File: src/rtl/queue_calc_seq.sv
// Instruction sequencer for the queue calculator: pops operands from an external
// FIFO, computes PUSH/POP/ADD/MUL/SUB/DIV/REM and pushes results back.
module queue_calc_seq #(
    parameter int DEPTH = 16,
    parameter int CW    = 5
) (
    input  logic          clk,
    input  logic          rst,
    input  logic          instr_valid,
    output logic          instr_ready,
    input  logic [3:0]    instr_op,
    input  logic [7:0]    instr_imm,
    input  logic [CW-1:0] q_count,
    input  logic [7:0]    q_dout,
    output logic          q_pop,
    output logic          q_push,
    output logic [7:0]    q_din,
    output logic [7:0]    result,
    output logic          done,
    output logic          busy,
    output logic          err,
    output logic [1:0]    err_code,
    input  logic          err_clr,
    output logic [2:0]    state_dbg
);

    // Handshake: an instruction transfers on a rising edge where instr_valid and
    // instr_ready are both high; instr_ready is high only in IDLE with rst low.

    typedef enum logic [2:0] {
        S_IDLE, S_DECODE, S_POP_B, S_EXEC, S_DONE, S_ERROR
    } state_t;

    localparam logic [CW-1:0] FULL = CW'(DEPTH);

    state_t      state;
    logic [3:0]  op;
    logic [7:0]  imm;
    logic [7:0]  a;
    logic [7:0]  b;
    logic [15:0] prod;
    logic [7:0]  alu;
    logic        is_push;
    logic        is_pop;
    logic        is_bin;
    logic        is_ill;
    logic        is_divrem;
    logic        q_empty;
    logic        q_full;
    logic        q_has_two;

    assign is_push   = (op == 4'd0);
    assign is_pop    = (op == 4'd1);
    assign is_bin    = (op >= 4'd2) && (op <= 4'd6);
    assign is_ill    = (op == 4'd7);
    assign is_divrem = (op == 4'd5) || (op == 4'd6);
    assign q_empty   = (q_count == CW'(0));
    assign q_full    = (q_count == FULL);
    assign q_has_two = (q_count >= CW'(2));
    assign prod      = 16'(a) * 16'(b);

    always_comb begin
        alu = 8'h00;
        case (op)
            4'd2:    alu = a + b;
            4'd3:    alu = prod[7:0];
            4'd4:    alu = a - b;
            4'd5:    alu = (b == 8'h00) ? 8'h00 : a / b;
            4'd6:    alu = (b == 8'h00) ? 8'h00 : a % b;
            default: alu = 8'h00;
        endcase
    end

    // Strobes are decoded from the current state so the queue moves on the same
    // edge the sequencer leaves that state; reset suppresses them immediately.
    always_comb begin
        q_pop  = 1'b0;
        q_push = 1'b0;
        q_din  = 8'h00;
        if (!rst) begin
            case (state)
                S_DECODE: begin
                    if (is_push && !q_full) begin
                        q_push = 1'b1;
                        q_din  = imm;
                    end else if (is_pop && !q_empty) begin
                        q_pop = 1'b1;
                    end else if (is_bin && q_has_two) begin
                        q_pop = 1'b1;
                    end
                end
                S_POP_B: q_pop = 1'b1;
                S_EXEC: begin
                    if (!(is_divrem && b == 8'h00)) begin
                        q_push = 1'b1;
                        q_din  = alu;
                    end
                end
                default: ;
            endcase
        end
    end

    always_ff @(posedge clk) begin
        if (rst) begin
            state    <= S_IDLE;
            op       <= 4'd0;
            imm      <= 8'h00;
            a        <= 8'h00;
            b        <= 8'h00;
            result   <= 8'h00;
            done     <= 1'b0;
            err      <= 1'b0;
            err_code <= 2'd0;
        end else begin
            done <= 1'b0;
            case (state)
                S_IDLE: begin
                    if (instr_valid) begin
                        op    <= instr_op;
                        imm   <= instr_imm;
                        state <= S_DECODE;
                    end
                end
                S_DECODE: begin
                    if (is_ill) begin
                        state <= S_ERROR; err <= 1'b1; err_code <= 2'd0;
                    end else if (is_push) begin
                        if (q_full) begin
                            state <= S_ERROR; err <= 1'b1; err_code <= 2'd2;
                        end else begin
                            result <= imm; done <= 1'b1; state <= S_DONE;
                        end
                    end else if (is_pop) begin
                        if (q_empty) begin
                            state <= S_ERROR; err <= 1'b1; err_code <= 2'd1;
                        end else begin
                            result <= q_dout; done <= 1'b1; state <= S_DONE;
                        end
                    end else if (is_bin) begin
                        if (!q_has_two) begin
                            state <= S_ERROR; err <= 1'b1; err_code <= 2'd1;
                        end else begin
                            a <= q_dout; state <= S_POP_B;
                        end
                    end else begin
                        done  <= 1'b1;
                        state <= S_DONE;
                    end
                end
                S_POP_B: begin
                    b     <= q_dout;
                    state <= S_EXEC;
                end
                S_EXEC: begin
                    // Both operands are already gone, so a zero divisor pushes nothing.
                    if (is_divrem && b == 8'h00) begin
                        state <= S_ERROR; err <= 1'b1; err_code <= 2'd3;
                    end else begin
                        result <= alu; done <= 1'b1; state <= S_DONE;
                    end
                end
                S_DONE: state <= S_IDLE;
                S_ERROR: begin
                    if (err_clr) begin
                        state <= S_IDLE; err <= 1'b0; err_code <= 2'd0;
                    end
                end
                default: state <= S_IDLE;
            endcase
        end
    end

    assign instr_ready = (state == S_IDLE) && !rst;
    assign busy        = (state != S_IDLE);
    assign state_dbg   = state;

endmodule

File: config.mk
export PLATFORM = sky130hd
export DESIGN_NAME = queue_calc_seq
export DESIGN_NICKNAME = d
export VERILOG_FILES = /design/src/rtl/queue_calc_seq.sv
export SDC_FILE = /design/constraint.sdc
export NUM_CORES = 1
export LEC_CHECK = 0
export CORE_ASPECT_RATIO = 1.75
export CORE_MARGIN = 3
export CORE_UTILIZATION = 64
export DETAILED_ROUTE_END_ITERATION = 16
export PLACE_DENSITY = 0.95
export SLEW_MARGIN = 40
export SYNTH_ARGS = -nofsm -noshare
export SYNTH_HDL_FRONTEND = slang
export SYNTH_SLANG_ARGS = --single-unit
File: constraint.sdc
create_clock -name clk -period 42.6 [get_ports clk]
set_input_delay 8.52 -clock clk [delete_from_list [all_inputs] [get_ports clk]]
set_output_delay 8.52 -clock clk [all_outputs]
set_load 0.02 [all_outputs]
# After elaboration in Yosys (flattened, before gate mapping)
# Cells that the tools add are included.
[word_totals] out_inout_bits=27 wordCells=127 ff_bits=43 inputBits=29
[op_classes] bitwise=3 n_mux=61 add_sub_neg=2 n_eq_ne=24 n_reduce_logical=22 magnitude_cmp=3 n_mul=1 div_mod_pow=2
[op_table] cell="8-bit 2-to-1 mux" count=11
[op_table] cell="8-bit one-hot mux with 5 select lines" count=1
[op_table] cell="8-bit one-hot mux with 2 select lines" count=2
[op_table] cell="1-bit 2-to-1 mux" count=25
[op_table] cell="3-bit 2-to-1 mux" count=7
[op_table] cell="2-bit 2-to-1 mux" count=9
[op_table] cell="4-bit by 3-bit equality test with 1-bit output, second input constant" count=4
[op_table] cell="5-bit inequality test, second input constant" count=3
[op_table] cell="3-bit one-hot mux with 5 select lines" count=1
[op_table] cell="6-bit AND reduction" count=2
[op_table] cell="2-bit inequality test, second input constant" count=5
[op_table] cell="3-bit inequality test, second input constant" count=3
[op_table] cell="8-bit adder" count=1
[op_table] cell="8-bit by 8-bit divider with 8-bit output" count=1
[op_table] cell="4-bit by 2-bit equality test with 1-bit output, second input constant" count=2
[op_table] cell="8-bit zero test" count=1
[op_table] cell="8-bit by 8-bit remainder unit with 8-bit output" count=1
[op_table] cell="8-bit by 8-bit multiplier with 8-bit output" count=1
[op_table] cell="8-bit subtractor" count=1
[op_table] cell="7-bit AND reduction" count=1
[op_table] cell="3-bit by 2-bit equality test with 1-bit output, second input constant" count=2
[op_table] cell="1-bit logical AND" count=6
[op_table] cell="1-bit one-hot mux with 2 select lines" count=3
[op_table] cell="2-bit one-hot mux with 3 select lines" count=1
[op_table] cell="other kinds (18)" count=24

# Logic depth before layout (Yosys ltp)
# Gate-level depths: netlist (run 1).
[depth] word_depth=8 mapped_depth=55 depth_no_buf=53

# Least setup slack after synthesis (run 1)
# No wires, ideal clock.
[synth_timing] path_type="reg-to-output" startpoint="register b[7]" endpoint="output port q_din[6]" arrival_time_ps=11662 path_buffers=4 required_ps=34080 slack_ps=22418 path_stages_with_launch=50 cell_sequence="dfxtp_1 buf_6 or4_4 buf_6 nor3_2 nand2_1 nand2_1 o21ai_0 ha_1 nor4b_1 a211oi_1 a22o_1 ha_1 o211ai_1 a211oi_4 or3b_1 nand2_1 ha_1 (+14 left out) inv_1 ha_1 o21ai_0 o21ai_0 a32oi_1 a21oi_1 clkbuf_1 mux2i_1 ha_1 o21a_1 o31ai_1 a21oi_1 o21a_1 clkbuf_1 a2111oi_0 o21ai_1 a41o_1 a21oi_1"
[synth_between] elab_chain_len=6 word_cells_on_any_way=10 cone_classes="2 x div; 6 x mux; 2 x reduce/logical"
[synth_rtl] item="start: declaration" line="40" rtl="logic [7:0] b;"
[synth_rtl] item="start signal: assignment" line="152" rtl="b <= q_dout;"
[synth_rtl] item="8-bit by 8-bit remainder unit with 8-bit output (tied with other cells)" line="69" rtl="4'd6: alu = (b == 8'h00) ? 8'h00 : a % b;"
[synth_rtl] item="8-bit 2-to-1 mux, on equally long branches" line="69, 68"
[synth_rtl] item="8-bit one-hot mux with 5 select lines" line="64" rtl="case (op)"
[synth_rtl] item="8-bit 2-to-1 mux *" line="94" rtl="if (!(is_divrem && b == 8'h00)) begin"
[synth_rtl] item="8-bit one-hot mux with 2 select lines *" line="81" rtl="case (state)"
[synth_rtl] item="8-bit 2-to-1 mux *" line="80" rtl="if (!rst) begin"
[synth_rtl] item="end: declaration" line="17" rtl="output logic [7:0] q_din,"
# Every way passes the cells marked *; elsewhere a longest branch is shown, timed or not.

# Worst setup path after layout (run 1)
# Same ends and word-level chain as after synthesis.

==> flow_summary.ini, run 1 <==
[status]
outcome = finished clean

[placed_design]
dp_hpwl_um = 14000
place_congestion = 1.03
portBuffers = 55
postPlaceCellArea_um2 = 6160

[clock_tree]
cts_tree = built
clock_sinks = 43
cts_setup_buffers = 0
ctsHoldBuffers = 0
cts-root-buf = clkbuf_16
cts_buffers = 5
clk_latency_ns = 0.29
clk_pin_slew_ns = 0.06
cts_buffer_depth = 2
cts_resized = 0
ctsHtreeMaxLevel = 2

[detailed_routing]
avgRoutedWirePerCell_um = 20.8
routed_wl_um = 18400
ant_nets = 0
via_per_inst = 6.74
dr.first_iter.drc_count = 502
vias = 5982
dr.pass1.iters = 6
drc = 0

[global_route]
grtUsageMet1_pct = 36.0
grt_start_max_net_pins = 43
antenna_found_initial = 0
grt_use_met3_pct = 6.86
grt_use_total_pct = 37.7
grtUsageMet2_pct = 68.8
grt_pass1_vias = 6076
grt_first_pass_wirelength_um = 29700
grt-busiest-layer = met2
grt_overflow = 0

[final_layout]
finish.utilization_pct = 76.0
design_area_um2 = 6360
area_growth_pct = 15.1
layout.nets = 878
drive_gt1_share_pct = 4.92
diodes = 0
nFillCells = 597

[setup_path]
end_kind = output pin
crit_top_cell = ha_1
cp_num_buf_inv = 3
critPathArrivalTime_ns = 13.85
start_kind = register
crit_path_max_incr_delay_ns = 0.66
path_delay_family = compound AO/OA/AOI/OAI gates
cp_data_required_time_ns = 34.08
cp_max_fo = 16
crit_type = register to output pin
crit_slowest_cell = or4_4

[min_path]
hp-class = register to register

[sta]
worst_slew_pin_slew_ns = 0.775
tns_ns = 0
fin_crit_ns = 22.37
hold_violations = 0
clock.fmax_ghz = 0.0447
rsz0062_at_grt = no
relSlewSlack_pct = 48.1
fin_crit_sh_pct = 52.5
setup_viol = 0
finalClockSkew_ns = 0.00508
maxSlewViolCount = 0

[yosys]
syn_inst = 736
synth_cell_types = 77
syn_avg_cell_area_um2 = 7.51
synth_edf_count = 0
yosys.area.top_type = dfxtp_1
synth_area_um2 = 5530
ys_warn_count = 0
ys_seq_area_share_pct = 15.6
synthArstFlopShare_pct = 0
ys_top_cells_by_area = dfxtp_1, ha_1, nor2_1, a21oi_1, fa_1
ys.flop_type = dfxtp_1
netlist.area_leader.share_pct = 15.6
synth_nets = 843
ys_ff_latch = 43

[die]
core_um2 = 8370
fp.dieW_um = 76.2
start_util_pct = 66.0
io_pins = 56
die_area_um2 = 9830
die_height_um = 129
row_count = 44

[run]
maxCapViolations = 0
-- layout make-up --
type / instances / area (um^2) / area share, %
Multi-Input combinational cell: 612 / 4390 / 69.1
Sequential cell: 43 / 861 / 13.5
Timing Repair Buffer: 59 / 581 / 9.13
Inverter: 50 / 188 / 2.95
Tap cell: 115 / 144 / 2.26
Clock buffer: 5 / 125 / 1.97
Clock inverter: 3 / 67.6 / 1.06
-- final timing paths --
| path | endpoint | cells past startpoint | slack, ns | from |
|---|---|---|---|---|
| max | q_din[6] | 46 | 20.23 | b[7] |
| min | result[7] | 2 | 0.49 | result[7] |
| min reg2reg | result[7] | 2 | 0.49 | result[7] |
| max reg2reg | result[6] | 45 | 29.59 | b[7] |
-- worst min-delay path: stages (launching register included) --
cell and delay, ns:
dfxtp_1 0.32, nand2_1 0.05, a21oi_1 0.06
-- Yosys cell counts (all sizes together), types with 4 or more instances --
master,instances
nor3,25
nand2b,7
inv,50
a21oi,59
and2,16
nand3b,7
o21a,15
a21o,14
o21ai,36
nor4,6
dfxtp,43
a211oi,7
ha,64
mux2,7
nand4,7
xor2,14
nand2,68
fa,14
nor2b,7
mux2i,19
o22ai,4
a31oi,7
o211ai,4
xnor2,28
nor2,91
o31ai,6
clkbuf,26
nand3,9
buf,5
and3,4
-- placed cells by master, fill, tap and decap left out, drive strengths merged, types with 5 or more instances in the layout --
cell / count
clkdlybuf4s50: 55
nor4: 6
o31ai: 6
nand4: 7
ha: 64
nor2: 91
nor2b: 7
a31oi: 7
nor3: 25
mux2i: 19
inv: 50
xnor2: 28
clkbuf: 5
fa: 14
a21o: 14
nand2b: 7
o21ai: 36
nand2: 68
a21oi: 59
o21a: 15
mux2: 7
xor2: 14
nand3: 9
nand3b: 7
a211oi: 7
dfxtp: 43
and2: 16
-- cell families (layout without fill, tap and decap cells) --
kind of cell	Yosys count	count (layout)	synth area share, %
AO/OA/AOI/OAI	198	198	24.1
XOR/XNOR	42	42	6.66
adder cells (fa/ha/maj)	78	78	19.6
buffers and inverters	81	117	5.80
flip-flops	43	43	15.6
multiplexers	26	26	4.94
AND/OR/NAND/NOR	268	268	23.3
-- flip-flops by register name (all words and copies together) (netlist names) --
register   flops
err_code       2
result         8
err            1
imm            8
done           1
op             4
b              8
a              8
state_dbg      3
-- routing by layer --
metal  up-vias  share of wire [%]
met2       397                 51
met3       139                7.8
met1      2749                 33
li1       2697                  -
met4         0                9.0
met5         -                  0
-- per-stage QoR --
stage	cells	setup slack (ns)	hold slack, ns
2_1_floorplan	736	22.42	0.446
3_3_place_gp	879	21.29	0.449
3_5_place_dp	879	20.71	0.470
4_1_cts	887	20.34	0.485
5_1_grt	887	19.41	0.514
6_report	887	20.23	0.489
Power of run 1 is left out: the tool's default activity adds up to more than one toggle a clock period on the data nets, which glitch-free logic cannot reach.
==> inputs of run 2 (changes only) <==
--- a/config.mk
+++ b/config.mk
@@ -7,9 +7,9 @@
 export LEC_CHECK = 0
 export CORE_ASPECT_RATIO = 1.75
 export CORE_MARGIN = 3
-export CORE_UTILIZATION = 64
+export CORE_UTILIZATION = 53
 export DETAILED_ROUTE_END_ITERATION = 16
-export PLACE_DENSITY = 0.95
+export PLACE_DENSITY = 0.88
 export SLEW_MARGIN = 40
 export SYNTH_ARGS = -nofsm -noshare
 export SYNTH_HDL_FRONTEND = slang
==> constraint.sdc (replaced) <==
create_clock -name clk -period 18.4 [get_ports clk]
set_input_delay 3.68 -clock clk [delete_from_list [all_inputs] [get_ports clk]]
set_output_delay 3.68 -clock clk [all_outputs]
set_load 0.02 [all_outputs]
==> run 2 against run 1 <==
  * Critical path type unchanged
  * Worst setup slack worse by 19 ns
  * Global-route usage is 6.6 points lower
  * Critical path depth grew 3
  * Die area up 19%
  * Register-to-register slack got worse by 24 ns
  * Non-clock buffer count up 3
  * Clock skew shrank 0.0017 ns
  * Via count down 2.7%
  * Sequential share of layout area is 0.086 points higher
  * Clock-buffer cell count up 1
  * First-iteration DRC count down 12%
  * Critical endpoint unchanged
  * Sequential cell count did not move
==> flow_summary.ini, run 2 (synthesis gave the netlist of run 1 again) <==
[global_route]
grt_start_max_net_pins = 43
grt_use_total_pct = 31.1
grt_pass1_vias = 5989
grt_first_pass_wirelength_um = 29400
grt_overflow = 0
antenna_found_initial = 0

[placed_design]
place_congestion = 0.945
dp_hpwl_um = 14500
portBuffers = 55

[setup_path]
start_kind = register
rr_startpoint = b[7]
crit_path_max_incr_delay_ns = 0.67
end_kind = output pin
cp_max_fo = 16
crit_top_cell = ha_1
timing.critical_path.from = b[7]
cp_data_required_time_ns = 14.72
critPathArrivalTime_ns = 13.70
crit_type = register to output pin
crit_slowest_cell = a2111oi_1

[sta]
holdWs_ns = 0.470
clock.fmax_ghz = 0.0575
maxSlewViolCount = 0
hold_violations = 0
fin_crit_ns = 17.38
setup_viol = 0
worst_slew_pin_slew_ns = 0.858
fin_crit_sh_pct = 94.5
rsz0062_at_grt = no
relSlewSlack_pct = 42.8
finalClockSkew_ns = 0.00337
tns_ns = 0

[clock_tree]
clk_pin_slew_ns = 0.06
clk_latency_ns = 0.29
cts_buffer_depth = 2
cts_tree = built
cts-root-buf = clkbuf_16
ctsHtreeMaxLevel = 2
cts_buffers = 5
ctsHoldBuffers = 0
clock_sinks = 43
cts_resized = 0
cts_setup_buffers = 0

[detailed_routing]
drc = 0
dr.first_iter.drc_count = 444
ant_nets = 0
avgRoutedWirePerCell_um = 20.4
via_per_inst = 6.48
routed_wl_um = 18300
dr.pass1.iters = 12
vias = 5823

[final_layout]
regArea_um2 = 861
area_growth_pct = 14.3
multiInputGateArea_um2 = 4370
diodes = 0
mostFrequentLayoutCell = nor2_1
layout.nets = 881
layout_common_cells = nor2_1, nand2_1, ha_1
drive_gt1_share_pct = 4.78
nFillCells = 865

[min_path]
min_from = imm[6]
hp-class = register to register

[die]
start_util_pct = 55.1
fp.dieW_um = 83.2
row_count = 48
io_pins = 56
die_area_um2 = 11700
die_height_um = 141
core_um2 = 10000

[status]
outcome = finished clean

[run]
maxCapViolations = 0
run 2: cell types whose count changed in the layout (fill, tap and decap cells not counted), sizes merged:
cell / change
bufinv: -2
clkinv: +1
buf: +3
clkinvlp: -1
clkbuf: +1
run 2: final timing paths:
kind / end / depth (start not counted) / slack, ns
setup / recovery: q_din[6] / 49 / 1.02
hold / removal: imm[6] / 2 / 0.47
hold reg to reg: imm[6] / 2 / 0.47
setup reg to reg: result[6] / 47 / 5.54
run 2: routing by layer:
metal	vias to the layer above	GRT usage (%)	part of all wire (%)
met5	-	0	0
met4	0	24.0	8.3
met3	111	4.50	6.0
met2	325	58.4	51
met1	2676	29.7	34
li1	2711	-	-
run 2: layout make-up:
cell class	instances	share of cell area, %
Clock buffer	6	2.20
Sequential cell	43	13.6
Inverter	50	2.97
Tap cell	125	2.48
Multi-Input combinational cell	612	69.1
Timing Repair Buffer	62	9.55
Clock inverter	1	0.0792
run 2: through the flow:
step	std cells	setup slack, ns	util (%)	cell area [um^2]
global route	899	0.0500	63.0	6320
finish	899	1.02	63.0	6320
CTS	899	1.11	63.0	6320
floorplan	736	3.06	-	5530
detailed placement	892	1.45	61.5	6170
global placement	892	1.78	61.5	6160
run 2: critical path, delay by kind of cell, from the launching register on:
family,cells,cell delay (ns)
mux,2,0.73
compound gates,23,5.73
buf+inv,3,0.96
simple gates,14,3.38
flops,1,0.40
fa+ha+maj,7,2.18
Power of run 2 is left out for the same reason.
